[src/rtl/div_unit.sv]
// div_unit: iterative 32-bit integer divider with a register-file write port.
// It performs one restoring radix-2 step per cycle on the operand magnitudes.
//
// Parameters
//   EARLY_OUT : 1 = divide-by-zero and signed overflow finish straight from IDLE
//               0 = those cases take the normal 32-step path
//
// Ports
//   clk      : clock, rising edge
//   rst_n    : asynchronous active-low reset
//   start    : begin a divide (sampled only in IDLE)
//   op       : 00=DIV 01=DIVU 10=REM 11=REMU
//   dividend : rs1 operand
//   divisor  : rs2 operand
//   rd       : destination register index
//   flush    : abort any in-flight operation without writeback
//   busy     : state is not IDLE
//   done     : one-cycle completion pulse
//   we/wa/wd : register-file write port (we suppressed for rd == 0)
module div_unit #(
  parameter bit EARLY_OUT = 1'b1
) (
  input  logic        clk,
  input  logic        rst_n,
  input  logic        start,
  input  logic [1:0]  op,
  input  logic [31:0] dividend,
  input  logic [31:0] divisor,
  input  logic [4:0]  rd,
  input  logic        flush,
  output logic        busy,
  output logic        done,
  output logic        we,
  output logic [4:0]  wa,
  output logic [31:0] wd
);

  localparam int DATA_W = 32;

  typedef enum logic [1:0] {IDLE, CALC, DONE} state_t;

  state_t              state;
  logic [4:0]          cnt;

  // Captured operation context and iteration datapath.
  logic [4:0]          rd_r;
  logic                sel_rem_r;
  logic                neg_q_r;
  logic                neg_r_r;
  logic                spec_r;
  logic [DATA_W-1:0]   spec_res_r;
  logic [DATA_W-1:0]   quo_r;
  logic [DATA_W-1:0]   rem_r;
  logic [DATA_W-1:0]   dvs_r;

  // Two's complement negate when cond is set (modulo 2^32).
  function automatic logic [DATA_W-1:0] neg_if(input logic cond, input logic [DATA_W-1:0] v);
    return cond ? (~v + {{(DATA_W-1){1'b0}}, 1'b1}) : v;
  endfunction

  // Operand classification on the request inputs.
  logic signed [DATA_W-1:0] a_s;
  logic signed [DATA_W-1:0] b_s;
  logic                     is_signed;
  logic                     a_neg;
  logic                     b_neg;
  logic                     div0;
  logic                     ovf;
  logic                     special;
  logic [DATA_W-1:0]        spec_val;
  logic                     accept;

  always_comb begin
    a_s       = signed'(dividend);
    b_s       = signed'(divisor);
    is_signed = ~op[0];
    a_neg     = is_signed & (a_s < 0);
    b_neg     = is_signed & (b_s < 0);
    div0      = (divisor == '0);
    ovf       = is_signed & (dividend == 32'h8000_0000) & (divisor == 32'hFFFF_FFFF);
    special   = div0 | ovf;
    // Fixed architectural results for the two special cases.
    if (div0)
      spec_val = op[1] ? dividend : 32'hFFFF_FFFF;
    else
      spec_val = op[1] ? 32'h0000_0000 : 32'h8000_0000;
    accept    = (state == IDLE) & start & ~flush;
  end

  // One restoring step: shift the next dividend bit into the partial
  // remainder and subtract the divisor if it fits. The partial remainder is
  // always below the divisor, so 33 bits hold the shifted value.
  logic [DATA_W:0]   shl;
  logic [DATA_W:0]   sub;
  logic              q_bit;
  logic [DATA_W-1:0] rem_nx;
  logic [DATA_W-1:0] quo_nx;
  logic [DATA_W-1:0] res_fin;

  always_comb begin
    shl     = {rem_r, quo_r[DATA_W-1]};
    sub     = shl - {1'b0, dvs_r};
    q_bit   = ~sub[DATA_W];
    rem_nx  = q_bit ? sub[DATA_W-1:0] : shl[DATA_W-1:0];
    quo_nx  = {quo_r[DATA_W-2:0], q_bit};
    // Result as it will be after the step taken this cycle; used on the last step.
    if (spec_r)
      res_fin = spec_res_r;
    else if (sel_rem_r)
      res_fin = neg_if(neg_r_r, rem_nx);
    else
      res_fin = neg_if(neg_q_r, quo_nx);
  end

  assign busy = (state != IDLE);

  // Datapath: operand capture and iteration, no reset needed.
  always_ff @(posedge clk) begin
    if (accept) begin
      quo_r      <= neg_if(a_neg, dividend);
      rem_r      <= '0;
      dvs_r      <= neg_if(b_neg, divisor);
      neg_q_r    <= a_neg ^ b_neg;
      neg_r_r    <= a_neg;
      spec_r     <= special;
      spec_res_r <= spec_val;
      sel_rem_r  <= op[1];
      rd_r       <= rd;
    end else if (state == CALC) begin
      quo_r      <= quo_nx;
      rem_r      <= rem_nx;
    end
  end

  // Control FSM with registered write-port outputs.
  always_ff @(posedge clk or negedge rst_n) begin
    if (!rst_n) begin
      state <= IDLE;
      cnt   <= '0;
      done  <= 1'b0;
      we    <= 1'b0;
      wa    <= '0;
      wd    <= '0;
    end else begin
      done <= 1'b0;
      we   <= 1'b0;
      case (state)
        IDLE: begin
          if (accept) begin
            if (special && EARLY_OUT) begin
              state <= DONE;
              done  <= 1'b1;
              we    <= (rd != 5'd0);
              wa    <= rd;
              wd    <= spec_val;
            end else begin
              state <= CALC;
              cnt   <= '0;
            end
          end
        end
        CALC: begin
          if (flush) begin
            state <= IDLE;
          end else begin
            cnt <= cnt + 5'd1;
            if (cnt == 5'd31) begin
              state <= DONE;
              done  <= 1'b1;
              we    <= (rd_r != 5'd0);
              wa    <= rd_r;
              wd    <= res_fin;
            end
          end
        end
        DONE:    state <= IDLE;
        default: state <= IDLE;
      endcase
    end
  end

endmodule

[config.mk]
export PLATFORM = sky130hd
export DESIGN_NAME = div_unit
export DESIGN_NICKNAME = d
export VERILOG_FILES = /design/src/rtl/div_unit.sv
export SDC_FILE = /design/constraint.sdc
export NUM_CORES = 1
export LEC_CHECK = 0
export BUFFER_PORTS_ARGS = -buffer_cell sky130_fd_sc_hd__buf_2
export CAP_MARGIN = 20
export CELL_PAD_IN_SITES_DETAIL_PLACEMENT = 0
export CELL_PAD_IN_SITES_GLOBAL_PLACEMENT = 2
export CORE_MARGIN = 4
export CORE_UTILIZATION = 40
export DETAILED_ROUTE_END_ITERATION = 10
export GPL_TIMING_DRIVEN = 0
export PLACE_DENSITY = 0.95
export SYNTH_ARGS = -nofsm -noshare
export SYNTH_HDL_FRONTEND = slang
export SYNTH_SLANG_ARGS = --single-unit
[constraint.sdc]
create_clock -name clk -period 8.1 [get_ports clk]
set_input_delay 1.62 -clock clk [delete_from_list [all_inputs] [get_ports clk]]
set_output_delay 1.62 -clock clk [all_outputs]
set_load 0.03 [all_outputs]
# After elaboration in Yosys (flattened, before gate mapping)
# Cells that the tools add are included.
# classes
n_reduce_logical	10
order_cmp	2
n_eq_ne	10
add_sub_neg	6
mux	41
bitwise	15
# op_table
cell	n
32-bit 2-to-1 mux	16
32-bit by 1-bit adder with 32-bit output (second input constant)	4
32-bit inverter	4
32-bit equality test (second input constant)	2
32-bit by 1-bit < comparator with 1-bit output (second input constant)	2
32-bit one-hot mux with 2 select lines	1
5-bit 2-to-1 mux	7
33-bit by 32-bit subtractor with 33-bit output	1
32-bit zero test	1
5-bit one-hot mux with 2 select lines	2
5-bit nonzero test	2
1-bit 2-to-1 mux	8
2-bit 2-to-1 mux	4
2-bit != test (second input constant)	4
1-bit AND	6
2-bit nonzero test	3
5-bit by 1-bit adder with 5-bit output (second input constant)	1
5-bit equality test (second input constant)	1
5-bit AND reduction	1
1-bit one-hot mux with 2 select lines	2
2-bit one-hot mux with 2 select lines	1
4-bit AND reduction	1
3-bit by 2-bit != test with 1-bit output (second input constant)	1
1-bit inverter	3
other kinds (6)	6
# totals
elab_cells	99
output_inout_bits	40
inputBits	75
ff_bits	183

# Depth between registers and ports, before layout
# logic_depth
depth_word	10
depth_mapped	22

# Worst setup path before layout
# Ideal clock, no wire load.
# synth_path
path_type	input to register
from	input port divisor[1]
to	register wd[29]
required_time_ps	8036
setup_slack_ps	2839
arrival_time_ps	5197
cell_stages	16
path_cell_list	inv_1 -> ha_1 -> or3b_1 -> or4_4 -> or4b_1 -> buf_2 -> or4_4 -> buf_6 -> o41ai_4 -> a21oi_4 -> inv_2 -> nor2_1 -> nor2_2 -> or4b_1 -> mux2i_1 -> a21o_1
# synth_via
elab_chain_len	5
elab_cells_between_ends	10
classes_between	eq/ne (2); mux (4); bitwise (2); reduce/logical (2)
# synth_lines
item	line	source
start: declaration	28	input logic [31:0] divisor,
32-bit equality test	80	ovf = is_signed & (dividend == 32'h8000_0000) & (divisor == 32'hFFFF_FFFF);
1-bit AND	80	
1-bit bitwise OR (*)	81	special = div0 | ovf;
net special	69	logic special;
2-bit != test (no source line) (*)	--	
5-bit AND reduction (no source line) (*)	--	
end signal: assignment	155	wd <= spec_val;
end signal: assignment	172	wd <= res_fin;
end: declaration	35	output logic [31:0] wd
# Mark *: on every way through the listed nets, which the timed path passes. The rest lies on a longest branch. The select of a mux whose other input is x is not followed.
# A chain may end at the register's enable or synchronous reset.

# Final worst setup path
# layout_path
from	register quo_r[31]
to	register wd[26]
# layout_via
elab_chain_len	10
elab_cells_between_ends	14
classes_between	add/sub (3); mux (8); bitwise (3)
# layout_lines
item	line	source
start: declaration	52	logic [DATA_W-1:0] quo_r;
start signal: assignment	120	quo_r <= neg_if(a_neg, dividend);
start signal: assignment	130	quo_r <= quo_nx;
33-bit by 32-bit subtractor with 33-bit output	102	sub = shl - {1'b0, dvs_r};
32-bit 2-to-1 mux / 1-bit inverter (equally long branches)	104, 103	
32-bit inverter	58	return cond ? (~v + {{(DATA_W-1){1'b0}}, 1'b1}) : v;
32-bit by 1-bit adder with 32-bit output	58	
32-bit 2-to-1 mux	58	
32-bit 2-to-1 mux (*)	109	else if (sel_rem_r)
32-bit 2-to-1 mux (*)	107	if (spec_r)
32-bit 2-to-1 mux (*)	167	if (cnt == 5'd31) begin
32-bit 2-to-1 mux (*)	163	if (flush) begin
32-bit one-hot mux with 2 select lines (*)	147	case (state)
# Every way passes the cells marked *; elsewhere a longest branch is shown, timed or not. The select of a mux whose other input is x is not followed.

==> flow_metrics.tcl <==
set metrics [dict create \
    critPathMaxFanout 10 \
    timing.fmax_ghz 0.133 \
    wl_met3_um 4380 \
    wire_per_inst_um 22.7 \
    nNetsFinal 1780 \
    die_h_um 189 \
    area_growth_pct 13.6 \
    synth_edf_count 105 \
    drt_first_iter_violations 1262 \
    die_w_um 189 \
    antenna_found_initial 1 \
    first_pass_iters 5 \
    htreeDepth 4 \
    finalPower_mw 4.03 \
    ys_seq_area_frac 0.377 \
    status "finished, final reports clean" \
    max_stage_delay_ns 0.63 \
    vias 12758 \
    track_usage 0.263 \
    finalCritPeriodShare 0.927 \
    core_um2 32500 \
    regArea_um2 4940 \
    pre_cts_ws_ns 0.809 \
    utilization 0.459 \
    fin_tns_setup_ns 0 \
    grt_pass1_wl_um 72600 \
    worstHoldPathType "reg -> reg" \
    cts-resized-gates 0 \
    row_count 66 \
    fillers 3273 \
    cts_sinks 183 \
    layout_common_cells "173 x nand2_1, 146 x o21ai_0, 120 x buf_2, 116 x nor2_1, 105 x edfxtp_1" \
    setup_viol 0 \
    placed_cell_area_um2 14300 \
    synth_cells 1528 \
    worstPathCellList "inv_1, ha_1, fa_1, nor2b_1, o31ai_1, a211oi_1, o21a_1, nor3_1, buf_4, nor2_1, inv_1, clkbuf_1, clkbuf_1, nor2_1, a21oi_1, ha_1, nand2b_1, nor4_1, mux2i_1, or4b_1, o41ai_1, xnor2_1, o32ai_1" \
    synth_seq_cells 183 \
    cp-end-kind "register" \
    leakagePower_nw 5.88 \
    skew_ns 0.0144 \
    arrival_ns 7.83 \
    wl_met2_um 21000 \
    drv_slew 0 \
    syn_avg_cell_area_um2 8.59 \
    port_buffers 114 \
    hold_violations 0 \
    cts_buffers 17 \
    post-route-min-period_ns 7.51 \
    synthFlopType "edfxtp_1" \
    power.density_nw_per_um2 270 \
    final_common_cell "nand2_1" \
    setup_ws_ns 0.592 \
    yosys_warnings 0 \
    vias_per_cell 6.02 \
    max-slew-margin-rel 0.204 \
    dp_hpwl_um 37600 \
    clk_pin_slew_ns 0.08 \
    grt_max_degree 81 \
    maxUsedRoutingLayer "met4" \
    clk_root_buffer_cell "clkbuf_16" \
    post_cts_buffers 0 \
    cts_tree "yes" \
    maxCapViolations 0 \
    drive_gt1_frac 0.107 \
    routed_wl_um 48100 \
    wl_met1_um 21200 \
    multi_input_area_um2 7630 \
    crit_slowest_cell "clkbuf_1" \
    peakVddDrop_mv 0.180 \
    start_kind "register" \
    place_congestion 0.967 \
    worst_slew_pin_slew_ns 1.18 \
    rsz0062_at_grt "false" \
    drtAntennaViolNets 0 \
    cp.required_ns 8.42 \
    async_reset_ff_frac 0.251 \
    initial_core_util 0.404 \
    worstSetupPathType "reg -> reg" \
    synth_area_um2 13100 \
    grt_pass1_vias 12116 \
    overflow 0 \
    die_area_um2 35800 \
    synth_cell_types 73 \
    synth_nets 1643 \
    ios 115 \
    clk-insertion-delay-late_ns 0.46 \
    cts.path.max_buffers 2 \
    drc 0 \
    fin_area_um2 14900 \
    ctsHoldBuffers 0 \
    diodes 0 \
]
==> final timing paths <==
kind	start	end	slack (ns)	cells past startpoint
worst max register to register	quo_r[31]$_DFFE_PP_	wd[26]$_DFFE_PN0P_	0.59	23
min in group asynchronous	rst_n	wd[30]$_DFFE_PN0P_	1.12	1
worst min register to register	rem_r[28]$_SDFFE_PP0P_	rem_r[28]$_SDFFE_PP0P_	0.50	1
max in group asynchronous	rst_n	wd[7]$_DFFE_PN0P_	6.42	2
worst max-delay path	quo_r[31]$_DFFE_PP_	wd[26]$_DFFE_PN0P_	0.59	23
worst min-delay path	rem_r[28]$_SDFFE_PP0P_	rem_r[28]$_SDFFE_PP0P_	0.50	1
==> state kept, by name, summed over array words and instances (netlist names) <==
| signal | cells |
|---|---|
| wa | 5 |
| rem_r | 32 |
| we | 1 |
| cnt | 5 |
| wd | 32 |
| done | 1 |
| spec_r | 1 |
| quo_r | 32 |
| sel_rem_r | 1 |
| neg_q_r | 1 |
| spec_res_r | 32 |
| state | 2 |
| neg_r_r | 1 |
| rd_r | 5 |
| dvs_r | 32 |
==> area by class of cell <==
type	count	share of cell area
Clock buffer	19	0.0307
Multi-Input combinational cell	1201	0.512
Inverter	57	0.0147
Tap cell	442	0.0371
Buffer	87	0.0228
Clock inverter	13	0.0102
Timing Repair Buffer	118	0.0410
Sequential cell	183	0.332
==> cells in the mapped netlist, types with 39 or more instances <==
cell type / instances / area (um2)
dfrtp_1: 46 / 1150
inv_1: 54 / 203
nand2_1: 173 / 649
ha_1: 39 / 488
o21ai_0: 146 / 731
a21oi_1: 98 / 490
edfxtp_1: 105 / 3150
nor3_1: 39 / 195
clkbuf_1: 77 / 289
xor2_1: 71 / 622
nor2_1: 116 / 435
xnor2_1: 67 / 587
==> cells by family (layout without fill, tap and decap cells) <==
| family | after synthesis | in the layout | share of synthesized area |
|---|---|---|---|
| and+or+nand+nor | 514 | 514 | 0.189 |
| muxes | 30 | 30 | 0.0233 |
| adders and majority gates | 40 | 40 | 0.0387 |
| DFF | 183 | 183 | 0.377 |
| buffers and inverters | 144 | 294 | 0.0422 |
| xor gates and xnor gates | 138 | 138 | 0.0921 |
| AOI/OAI and AO/OA | 479 | 479 | 0.237 |
==> report_power, final <==
part	internal [mW]	leakage, nW	switching, mW	total, mW
Combinational	0.643	3.70	1.25	1.89
Clock	0.439	0.301	0.445	0.884
Sequential	1.11	1.88	0.140	1.25
==> metal layers <==
layer / track usage / vias up
met5: 0 / -
met4: 0.0874 / 0
met3: 0.0619 / 88
li1: - / 5924
met2: 0.399 / 590
met1: 0.370 / 6156
==> stage by stage <==
| step | std cells | hold slack, ns |
|---|---|---|
| 2_1_floorplan | 1528 | 0.460 |
| 3_3_place_gp | 2084 | 0.481 |
| 3_5_place_dp | 2088 | 0.494 |
| 4_1_cts | 2120 | 0.507 |
| 5_1_grt | 2120 | 0.537 |
| 6_report | 2120 | 0.503 |
==> critical path, delay by kind of cell (launching register included) <==
| kind | cells | cell delay, ns |
|---|---|---|
| AOI/OAI and AO/OA | 6 | 2.13 |
| buffers and inverters | 5 | 1.78 |
| and+or+nand+nor | 7 | 1.75 |
| adders and majority gates | 3 | 0.70 |
| DFF | 1 | 0.41 |
| muxes | 1 | 0.31 |
| xor gates and xnor gates | 1 | 0.26 |
(Power assumes the default switching activity.)
